==> config.mk <==
export PLATFORM = sky130hd
export DESIGN_NAME = cic_interp_var
export DESIGN_NICKNAME = d
export VERILOG_FILES = /design/src/rtl/cic_interp_var.sv
export SDC_FILE = /design/constraint.sdc
export NUM_CORES = 1
export LEC_CHECK = 0
export BUFFER_PORTS_ARGS = -buffer_cell sky130_fd_sc_hd__buf_2
export CORE_ASPECT_RATIO = 0.9
export CORE_MARGIN = 4
export CORE_UTILIZATION = 55
export DETAILED_ROUTE_END_ITERATION = 12
export GPL_TIMING_DRIVEN = 0
export PLACE_DENSITY = 0.72
export SYNTH_ARGS = -nofsm -noshare
export SYNTH_HDL_FRONTEND = slang
export SYNTH_SLANG_ARGS = --single-unit
export TNS_END_PERCENT = 50
==> constraint.sdc <==
create_clock -name clock_i -period 12.4 [get_ports clock_i]
set_input_delay 2.48 -clock clock_i [delete_from_list [all_inputs] [get_ports clock_i]]
set_output_delay 2.48 -clock clock_i [all_outputs]
set_load 0.02 [all_outputs]
==> src/rtl/cic_interp_var.sv <==
// Variable 2**n CIC interpolator: combs at the input rate, zero-stuff, integrators per out_tick,
// with per-R gain normalisation so DC in gives DC out at the same amplitude.
module cic_interp_var #(
  parameter int unsigned STAGES    = 3,
  parameter int unsigned MAX_LOG2  = 11,
  parameter int unsigned IN_WIDTH  = 18,
  parameter int unsigned OUT_WIDTH = 18,
  parameter int unsigned MD        = 18
) (
  input  logic                 clock_i,
  input  logic                 reset_ni,
  input  logic [MD-1:0]        interpolation_i,
  input  logic                 out_tick_i,
  input  logic                 in_valid_i,
  output logic                 in_ready_o,
  input  logic [IN_WIDTH-1:0]  in_data_i,
  output logic                 out_strobe_o,
  output logic [OUT_WIDTH-1:0] out_data_o,
  output logic                 underrun_o
);

  localparam int unsigned GROWTH = STAGES * MAX_LOG2;
  localparam int unsigned CW     = IN_WIDTH + STAGES;
  localparam int unsigned IW     = IN_WIDTH + GROWTH;
  localparam int unsigned LW     = $clog2(MAX_LOG2 + 1);

  logic                  buf_full_q, buf_full_d;
  logic [IN_WIDTH-1:0]   buf_data_q, buf_data_d;
  logic [MAX_LOG2-1:0]   phase_q, phase_d;
  logic [LW-1:0]         r_log_q, r_log_d;
  logic signed [CW-1:0]  dly_q [STAGES];
  logic signed [CW-1:0]  dly_d [STAGES];
  logic signed [IW-1:0]  integ_q [STAGES];
  logic signed [IW-1:0]  integ_d [STAGES];
  logic [OUT_WIDTH-1:0]  out_data_q, out_data_d;
  logic                  out_strobe_q, out_strobe_d;
  logic                  underrun_q, underrun_d;

  logic                  req_legal;
  logic [LW-1:0]         req_log;
  logic [LW-1:0]         log_act;
  logic                  consume, clr, handshake;
  logic [MAX_LOG2-1:0]   mask;
  logic [IN_WIDTH-1:0]   sample;
  logic signed [CW-1:0]  comb [STAGES+1];
  logic signed [IW-1:0]  integ_last, shifted;
  int unsigned           shift_amt;

  assign in_ready_o   = ~buf_full_q;
  assign out_strobe_o = out_strobe_q;
  assign out_data_o   = out_data_q;
  assign underrun_o   = underrun_q;

  always_comb begin
    req_legal = 1'b0;
    req_log   = '0;
    for (int i = 0; i <= int'(MAX_LOG2); i++) begin
      if (interpolation_i == (MD'(1) << i)) begin
        req_legal = 1'b1;
        req_log   = LW'(i);
      end
    end

    handshake = in_valid_i & ~buf_full_q;
    consume   = out_tick_i && (phase_q == '0);
    // A legal new R takes effect on a consume tick and restarts the filter from zero state.
    clr       = consume && req_legal && (req_log != r_log_q);
    log_act   = clr ? req_log : r_log_q;
    mask      = MAX_LOG2'((32'd1 << log_act) - 32'd1);
    sample    = buf_full_q ? buf_data_q : '0;

    // Combs run at a common width; stage k values never exceed IN_WIDTH+k bits.
    comb[0] = {{STAGES{sample[IN_WIDTH-1]}}, sample};
    for (int k = 0; k < int'(STAGES); k++) begin
      comb[k+1] = comb[k] - (clr ? CW'(0) : dly_q[k]);
    end

    buf_full_d   = buf_full_q;
    buf_data_d   = buf_data_q;
    phase_d      = phase_q;
    r_log_d      = r_log_q;
    out_data_d   = out_data_q;
    out_strobe_d = out_tick_i;
    underrun_d   = underrun_q | (consume & ~buf_full_q);
    integ_last   = clr ? IW'(0) : integ_q[STAGES-1];
    shift_amt    = (STAGES - 1) * int'(log_act);
    shifted      = integ_last >>> shift_amt;
    for (int k = 0; k < int'(STAGES); k++) begin
      dly_d[k]   = dly_q[k];
      integ_d[k] = integ_q[k];
    end

    if (consume) buf_full_d = 1'b0;
    if (handshake) begin
      buf_full_d = 1'b1;
      buf_data_d = in_data_i;
    end

    if (out_tick_i) begin
      phase_d    = clr ? (MAX_LOG2'(1) & mask) : ((phase_q + MAX_LOG2'(1)) & mask);
      integ_d[0] = (clr ? IW'(0) : integ_q[0])
                 + (consume ? {{(IW-CW){comb[STAGES][CW-1]}}, comb[STAGES]} : IW'(0));
      for (int k = 1; k < int'(STAGES); k++) begin
        integ_d[k] = clr ? IW'(0) : (integ_q[k] + integ_q[k-1]);
      end
      if (log_act == '0) out_data_d = sample[IN_WIDTH-1 -: OUT_WIDTH];
      else               out_data_d = shifted[IN_WIDTH-1 -: OUT_WIDTH];
    end

    if (consume) begin
      r_log_d = log_act;
      for (int k = 0; k < int'(STAGES); k++) dly_d[k] = comb[k];
    end
  end

  always_ff @(posedge clock_i or negedge reset_ni) begin
    if (!reset_ni) begin
      buf_full_q   <= 1'b0;
      buf_data_q   <= '0;
      phase_q      <= '0;
      r_log_q      <= '0;
      out_data_q   <= '0;
      out_strobe_q <= 1'b0;
      underrun_q   <= 1'b0;
      for (int k = 0; k < int'(STAGES); k++) begin
        dly_q[k]   <= '0;
        integ_q[k] <= '0;
      end
    end else begin
      buf_full_q   <= buf_full_d;
      buf_data_q   <= buf_data_d;
      phase_q      <= phase_d;
      r_log_q      <= r_log_d;
      out_data_q   <= out_data_d;
      out_strobe_q <= out_strobe_d;
      underrun_q   <= underrun_d;
      for (int k = 0; k < int'(STAGES); k++) begin
        dly_q[k]   <= dly_d[k];
        integ_q[k] <= integ_d[k];
      end
    end
  end

endmodule

==> reports/summary.txt, run 1 <==
Setup CP Type -> in2reg
Hold slack -> 0.467 ns
Worst Path Required -> 12.83 ns
Post-Layout Inst Area -> 25500 µm²
Seq/Total Area, Yosys -> 0.290
Critical Path Slowest Stage Cell -> or3b_4
Initial Util -> 0.560
TNS Setup -> 0 ns
GPL Wtd Cong -> 0.988
Final WL -> 73.0 mm
Minimum clock period after layout -> 12.12 ns
CP endpoint kind -> flip-flop
Critical path peak fanout -> 11
Area grow syn2layout -> 14.5%
Worst hold path class -> reg2reg
Fill count -> 3429
Top-area cell type share of the netlist area -> 0.290
Tightest Pin Transition -> 1.21 ns
Post-Syn Area per Cell -> 8.33 µm²
IO Port Bufs -> 60
Total GRT Usage -> 0.325
Commonest cells after routing, fill and taps aside -> nand2_1, dfrtp_1, nor2_1, a21oi_1, ha_1
Die Footprint -> 43800 µm²
CP Data Arrival Time -> 12.56 ns
# rows -> 69
CORE AREA -> 39800 µm²
Run status -> completed
Max stage delay on crit path -> 0.39 ns
Io pins -> 61
Clock skew -> 0.0175 ns
Synth area leader -> dfrtp_1
First-pass GRT wire length -> 113 mm
FF+latch count, synth -> 258
Antenna cells -> 0
Syn Nets -> 2921
Vias per cell -> 6.29
Final Non-Filler Cells -> 3375
Async SR Flop Fraction -> 1.00
MaxCap Viol Count -> 0
Slew margin rel. -> 0.193
Post-synthesis cell type count -> 85
Placed Cells -> 3270
1st-pass router iterations -> 6
Hold-fix buffer count after cts -> 0
Synth warn -> 0
TritonCTS sink count -> 258
Die H -> 199 µm
CTS Buf Count -> 34
Worst-skew pair later-pin latency -> 0.55 ns
Largest net degree at the start of global routing -> 114
DR DRC count -> 0
Fin. max-slew vios -> 0
Mapped cell area -> 22300 µm²
CTS tree -> built
Top_reg_cell synth -> dfrtp_1
Placement Cell Area -> 23300 µm²
CP Launch Type -> input port
Worst-path clk slew -> 0.06 ns
Final #Nets -> 3064
Share of cells above drive strength 1 -> 0.132
Post-DP HPWL -> 54.3 mm
ANT nets after route -> 0
Fmax -> 82.5 MHz
Detailed-route via count -> 21200
H-tree depth -> 2
Synthesized instance count -> 2675
Vias in the first global route -> 20300
Most frequent CP cell -> buf_4
Width of the die -> 220 µm
Hold Vio Cnt, Final -> 0
Initial antenna violation count -> 0
Gr ovfl total -> 0
Post-synth EDFFs -> 0
Longest Clk Path Bufs -> 3
DR iter-0 viols -> 1747
Final period utilization -> 0.978
Final setup vio count -> 0
Clk Tree Root Cell -> clkbuf_16
Post-DR wirelength/cell -> 21.6 µm
Most common cell after layout, fill and taps aside -> nand2_1
Ranking of synthesized cells by area -> dfrtp_1, ha_1, nand2_1, a21oi_1, xnor2_1
synth_stat cells, types with 7 or more instances:
cell type / count
or3_1: 12
nand2b_1: 26
or2_2: 7
and2_1: 68
nand2_1: 317
o31ai_1: 18
o21ai_0: 100
dfrtp_1: 258
inv_1: 127
buf_2: 8
ha_1: 200
a211o_1: 17
xor2_1: 61
nor2_1: 191
a21o_1: 95
and3_1: 28
a21oi_1: 199
or4_1: 9
a31oi_1: 30
o22ai_1: 32
nor4_1: 7
a211oi_1: 33
o21bai_1: 39
o211ai_1: 21
mux2_2: 78
xnor2_1: 113
nand4_1: 26
o21ai_1: 63
clkbuf_1: 90
nor3_1: 56
nor2b_1: 36
nand3_1: 64
buf_1: 12
o21a_1: 33
o2bb2ai_1: 52
mux2i_1: 20
timing repair:
item                                    CTS  global route
setup buffers                            28            17
endpoints found under the setup margin   35            18
pin swaps                                31            52
cloned                                    1             1
gates resized for setup                  58            69
layer usage:
layer | global-route usage | wire (µm) | vias up
met5 | 0 | 0 | -
met4 | 0.135 | 3220 | 0
met3 | 0.0487 | 5290 | 149
met2 | 0.512 | 32400 | 782
met1 | 0.451 | 32100 | 10300
li1 | - | - | 9989
through the flow:
step	utilization	setup slack (ns)
global placement	0.585	-4.06
global route	0.641	-0.151
floorplan	-	0.0345
CTS	0.629	0.00242
detailed placement	0.587	-4.24
finish	0.641	0.278
flip-flops by register name, indices dropped and copies added, names as in the netlist:
name	cells
dly_q	60
underrun_o	1
r_log_q	4
out_data_o	18
integ_q	144
buf_data_q	18
buf_full_q	1
out_strobe_o	1
phase_q	11
final timing paths:
kind | startpoint | endpoint | slack (ns) | depth (start not counted)
worst max-delay path | interpolation_i[13] | integ_q[146]$_DFFE_PN0P_ | 0.28 | 53
worst min-delay path | dly_q[12]$_DFFE_PN0P_ | dly_q[12]$_DFFE_PN0P_ | 0.47 | 2
worst max register to register | phase_q[6]$_DFFE_PN0P_ | integ_q[146]$_DFFE_PN0P_ | 2.05 | 54
worst min register to register | dly_q[12]$_DFFE_PN0P_ | dly_q[12]$_DFFE_PN0P_ | 0.47 | 2
max in group asynchronous | reset_ni | dly_q[18]$_DFFE_PN0P_ | 9.63 | 2
min in group asynchronous | reset_ni | out_data_o[6]$_DFFE_PN0P_ | 1.84 | 1
logic make-up (layout without fill, tap and decap cells):
family,after synthesis,after routing,share of synthesized area
DFF,258,258,0.290
xor gates and xnor gates,174,174,0.0684
and+or+nand+nor,867,868,0.183
AOI/OAI and AO/OA,819,819,0.243
adders and majority gates,207,207,0.118
buffers and inverters,244,411,0.0419
muxes,106,106,0.0556
worst max-delay path, delay by kind of cell:
kind	cells	cell delay (ns)
muxes	1	0.26
and+or+nand+nor	12	2.00
adders and majority gates	4	1.24
buffers and inverters	9	1.46
xor gates and xnor gates	7	1.22
AOI/OAI and AO/OA	20	3.85
layout make-up:
type / instances / area, µm² / area share
Tap cell: 532 / 666 / 0.0261
Clock inverter: 15 / 175 / 0.00687
Sequential cell: 258 / 6460 / 0.253
Inverter: 132 / 495 / 0.0194
Timing Repair Buffer: 110 / 779 / 0.0306
Buffer: 108 / 478 / 0.0187
Clock buffer: 46 / 987 / 0.0387
Multi-Input combinational cell: 2174 / 15500 / 0.607
Power of run 1 is left out: the tool's default activity adds up to more than one toggle a clock period on the data nets, which glitch-free logic cannot reach.
==> run 2, diff against run 1 <==
CORE_UTILIZATION = 45   (was 55)
PLACE_DENSITY = not set   (was 0.72)
SETUP_SLACK_MARGIN = 0.5   (was not set)
==> reports/summary.txt, run 2 (same netlist as run 1, synthesis figures left out) <==
Width of the die -> 243 µm
H-tree depth -> 2
Clock skew -> 0.0125 ns
Setup CP Type -> in2reg
Die Footprint -> 53200 µm²
Hold Vio Cnt, Final -> 0
Area grow syn2layout -> 16.7%
Antenna cells -> 0
Setup crit start -> interpolation_i[14]
Total GRT Usage -> 0.276
Longest Clk Path Bufs -> 3
First-pass GRT wire length -> 117 mm
CTS tree -> built
Vias per cell -> 5.99
CP endpoint kind -> flip-flop
Final WL -> 75.4 mm
Worst-path clk slew -> 0.06 ns
Critical Path Slowest Stage Cell -> ha_2
Hold Crit Start -> dly_q[9]$_DFFE_PN0P_
CP Data Arrival Time -> 12.49 ns
Share of cells above drive strength 1 -> 0.144
Run status -> completed
Fill count -> 4606
GPL Wtd Cong -> 0.974
Most common cell after layout, fill and taps aside -> nand2_1
MaxCap Viol Count -> 0
Post-DR wirelength/cell -> 21.5 µm
Fmax -> 82.9 MHz
Sequential Area -> 6460 µm²
CORE AREA -> 49000 µm²
Worst r2r src -> phase_q[6]$_DFFE_PN0P_
Slew margin rel. -> 0.194
Max stage delay on crit path -> 0.37 ns
Max FFs per register -> 144
Biggest register -> integ_q
Initial Util -> 0.455
DR iter-0 viols -> 1641
Post-DP HPWL -> 56.4 mm
Most frequent CP cell -> o21a_1
Gr ovfl total -> 0
Worst hold path class -> reg2reg
Fin util -> 0.531
RSZ-0062 raised after global routing -> true
Clk Tree Root Cell -> clkbuf_16
1st-pass router iterations -> 9
TritonCTS sink count -> 258
CTS Buf Count -> 34
Final #Nets -> 3089
Commonest cells after routing, fill and taps aside -> nand2_1, dfrtp_1, nor2_1, ha_1, a21oi_1
Largest regs -> integ_q x144, dly_q x60
Fin. max-slew vios -> 0
Tightest Pin Transition -> 1.18 ns
Initial antenna violation count -> 1
Final period utilization -> 0.972
Worst-skew pair later-pin latency -> 0.54 ns
Detailed-route via count -> 21000
Vias in the first global route -> 20200
Minimum clock period after layout -> 12.06 ns
DR DRC count -> 0
Worst Path Required -> 12.83 ns
Largest net degree at the start of global routing -> 118
Die H -> 219 µm
IO Port Bufs -> 60
Multi-input logic area -> 15700 µm²
Final setup vio count -> 0
CP Launch Type -> input port
# rows -> 77
Io pins -> 61
Critical path peak fanout -> 10
Hold-fix buffer count after cts -> 0
ANT nets after route -> 0
## run 2: changes by cell type in the layout (fill, tap and decap cells not counted), sizes merged
cell,previous run,this run
buf,129,153
clkbuf,134,145
clkinv,9,4
bufinv,3,0
inv,134,132
clkinvlp,1,0
dlymetal6s2s,1,0
## run 2: metrics by stage
| step | std cells | setup TNS (ns) | setup slack (ns) | hold slack, ns | cell area [µm²] |
|---|---|---|---|---|---|
| 2_1_floorplan | 2675 | 0 | 0.518 | 0.439 | 22400 |
| 3_3_place_gp | 3367 | -69.69 | -3.44 | 0.452 | 23500 |
| 3_5_place_dp | 3370 | -74.13 | -3.59 | 0.456 | 23600 |
| 4_1_cts | 3476 | 0 | 0.518 | 0.468 | 25500 |
| 5_1_grt | 3498 | -0.108 | -0.0751 | 0.488 | 26000 |
| 6_report | 3498 | 0 | 0.343 | 0.464 | 26000 |
## run 2: layout make-up
class	count	share of cell area
flip-flops and latches	258	0.248
clock inverters	4	0.000914
clock buffers	55	0.0405
well taps	632	0.0304
inverters	132	0.0191
plain buffers	112	0.0210
repair buffers	131	0.0369
multi-input cells	2174	0.603
## run 2: per-layer routing
layer	global-route usage	routed length, µm	vias up
li1	-	-	10000
met1	0.391	35100	10200
met2	0.439	33100	620
met3	0.0345	4430	129
met4	0.0952	2770	2
met5	0	16	-
## run 2: final timing paths
path	cells after the start	slack [ns]	to
worst max register to register	56	2.22	integ_q[149]$_DFFE_PN0P_
worst min-delay path	2	0.46	dly_q[9]$_DFFE_PN0P_
max in group asynchronous	3	9.18	integ_q[111]$_DFFE_PN0P_
worst min register to register	2	0.46	dly_q[9]$_DFFE_PN0P_
min in group asynchronous	1	1.82	buf_data_q[11]$_DFFE_PN0P_
worst max-delay path	57	0.34	integ_q[149]$_DFFE_PN0P_
## run 2: repair_timing
| item | 4_1_cts | 5_1_grt |
|---|---|---|
| cloned | 2 | 0 |
| setup endpoints to repair | 34 | 25 |
| buffers inserted | 45 | 22 |
| gates resized for setup | 93 | 64 |
| pin swaps | 53 | 64 |
## run 2: critical path: cells and delay by family
| kind | cells | cell delay [ns] |
|---|---|---|
| buf+inv | 10 | 1.50 |
| compound gates | 26 | 4.55 |
| fa+ha+maj | 4 | 1.14 |
| simple gates | 12 | 1.88 |
| xor+xnor | 5 | 0.88 |
Power of run 2 is left out for the same reason.
==> run 3, diff against run 2 <==
REMOVE_ABC_BUFFERS = 1   (was not set)
==> reports/summary.txt, run 3 (same netlist as run 1, synthesis figures left out) <==
Worst-path clk slew -> 0.06 ns
Area grow syn2layout -> 16.0%
Antenna cells -> 0
CTS tree -> built
Largest net degree at the start of global routing -> 115
Post-DP HPWL -> 46.6 mm
RSZ-0062 raised after global routing -> true
TritonCTS sink count -> 258
Slew margin rel. -> 0.161
Width of the die -> 243 µm
Multi-input logic area -> 15600 µm²
Crit path depth -> 53
Post-Layout Inst Area -> 25800 µm²
Vias in the first global route -> 19000
Vias per cell -> 5.97
Io pins -> 61
Clock skew -> 0.0361 ns
Clk Tree Root Cell -> clkbuf_16
WHS Path Cells -> 2
Run status -> completed
Die Footprint -> 53200 µm²
IO Port Bufs -> 60
Placed Cells -> 3279
Most common cell after layout, fill and taps aside -> nand2_1
Sequential Area -> 6460 µm²
Share of cells above drive strength 1 -> 0.147
GPL Wtd Cong -> 0.868
Minimum clock period after layout -> 11.63 ns
Fin. max-slew vios -> 0
Critical path peak fanout -> 8
First-pass GRT wire length -> 104 mm
H-tree depth -> 2
Worst Path Required -> 12.83 ns
CTS Buf Count -> 34
Buf+Inv Stages, Crit Path -> 6
Max FFs per register -> 144
Final period utilization -> 0.938
Worst-skew pair later-pin latency -> 0.55 ns
Commonest cells after routing, fill and taps aside -> nand2_1, dfrtp_1, nor2_1, ha_1, a21oi_1
Gr ovfl total -> 0
Final #Nets -> 2990
CP Data Arrival Time -> 12.05 ns
Detailed-route via count -> 20300
Initial Util -> 0.455
Worst R2R Setup Slack -> 2.31 ns
CP delay by family, top -> compound AO/OA/AOI/OAI gates
CP Launch Type -> input port
Hold Vio Cnt, Final -> 0
ANT nets after route -> 0
Total GRT Usage -> 0.239
Biggest register -> integ_q
Setup CP Type -> in2reg
Die H -> 219 µm
DR iter-0 viols -> 1473
CP endpoint kind -> flip-flop
Critical Path Slowest Stage Cell -> or3_4
# rows -> 77
CORE AREA -> 49000 µm²
Initial antenna violation count -> 0
Tightest Pin Transition -> 1.23 ns
Fmax -> 86.0 MHz
Longest Clk Path Bufs -> 3
Final setup vio count -> 0
Final Non-Filler Cells -> 3396
Fill count -> 4468
Post-DR wirelength/cell -> 19.4 µm
DR DRC count -> 0
Final WL -> 65.8 mm
FF-to-FF path depth -> 53
Max stage delay on crit path -> 0.41 ns
1st-pass router iterations -> 6
Largest regs -> integ_q x144, dly_q x60
Placement Cell Area -> 23500 µm²
MaxCap Viol Count -> 0
Worst hold path class -> reg2reg
-- run 3: changes by cell type in the layout (fill, tap and decap cells not counted), sizes merged --
cell | before | now
buf | 153 | 138
bufbuf | 0 | 5
bufinv | 0 | 4
clkbuf | 145 | 45
clkinv | 4 | 6
clkinvlp | 0 | 3
nor2 | 192 | 191
-- run 3: tightest hold or removal path: stages, from the launching register on --
cell and delay [ns]:
dfrtp_1 0.34, nand2_1 0.05, nand2_1 0.05
-- run 3: final cells by class --
class	count	share of cell area
Clock buffer	43	0.0366
Clock inverter	13	0.00673
Tap cell	632	0.0306
Timing Repair Buffer	145	0.0548
Sequential cell	258	0.250
Multi-Input combinational cell	2173	0.602
Inverter	132	0.0194
-- run 3: what timing repair did --
action,CTS,global route
gates cloned,5,1
hold buffers,0,0
endpoints found under the setup margin,33,22
pin swaps,22,84
buffers inserted,21,34
gates resized for setup,46,96
-- run 3: worst paths after layout --
kind | startpoint | endpoint
hold reg to reg | dly_q[29]$_DFFE_PN0P_ | dly_q[29]$_DFFE_PN0P_
setup / recovery | interpolation_i[2] | integ_q[149]$_DFFE_PN0P_
min in group asynchronous | reset_ni | phase_q[7]$_DFFE_PN0P_
max in group asynchronous | reset_ni | integ_q[111]$_DFFE_PN0P_
setup reg to reg | phase_q[6]$_DFFE_PN0P_ | integ_q[149]$_DFFE_PN0P_
hold / removal | dly_q[29]$_DFFE_PN0P_ | dly_q[29]$_DFFE_PN0P_
-- run 3: per-layer routing --
metal	vias up	wire length (µm)	GRT usage
met3	87	2980	0.0270
met1	9882	32200	0.352
li1	9818	-	-
met5	-	0	0
met2	479	29100	0.375
met4	0	1490	0.0646
-- run 3: metrics by stage --
| stage | setup TNS, ns | worst slack [ns] | hold slack [ns] | util |
|---|---|---|---|---|
| 6_report | 0 | 0.772 | 0.472 | 0.527 |
| 5_1_grt | 0 | 0.349 | 0.477 | 0.527 |
| 4_1_cts | 0 | 0.522 | 0.474 | 0.513 |
| 3_5_place_dp | -70.54 | -3.37 | 0.459 | 0.478 |
| 3_3_place_gp | -976.81 | -10.60 | 0.453 | 0.468 |
| 2_1_floorplan | -82.25 | -3.39 | 0.439 | - |
Power of run 3 is left out for the same reason.
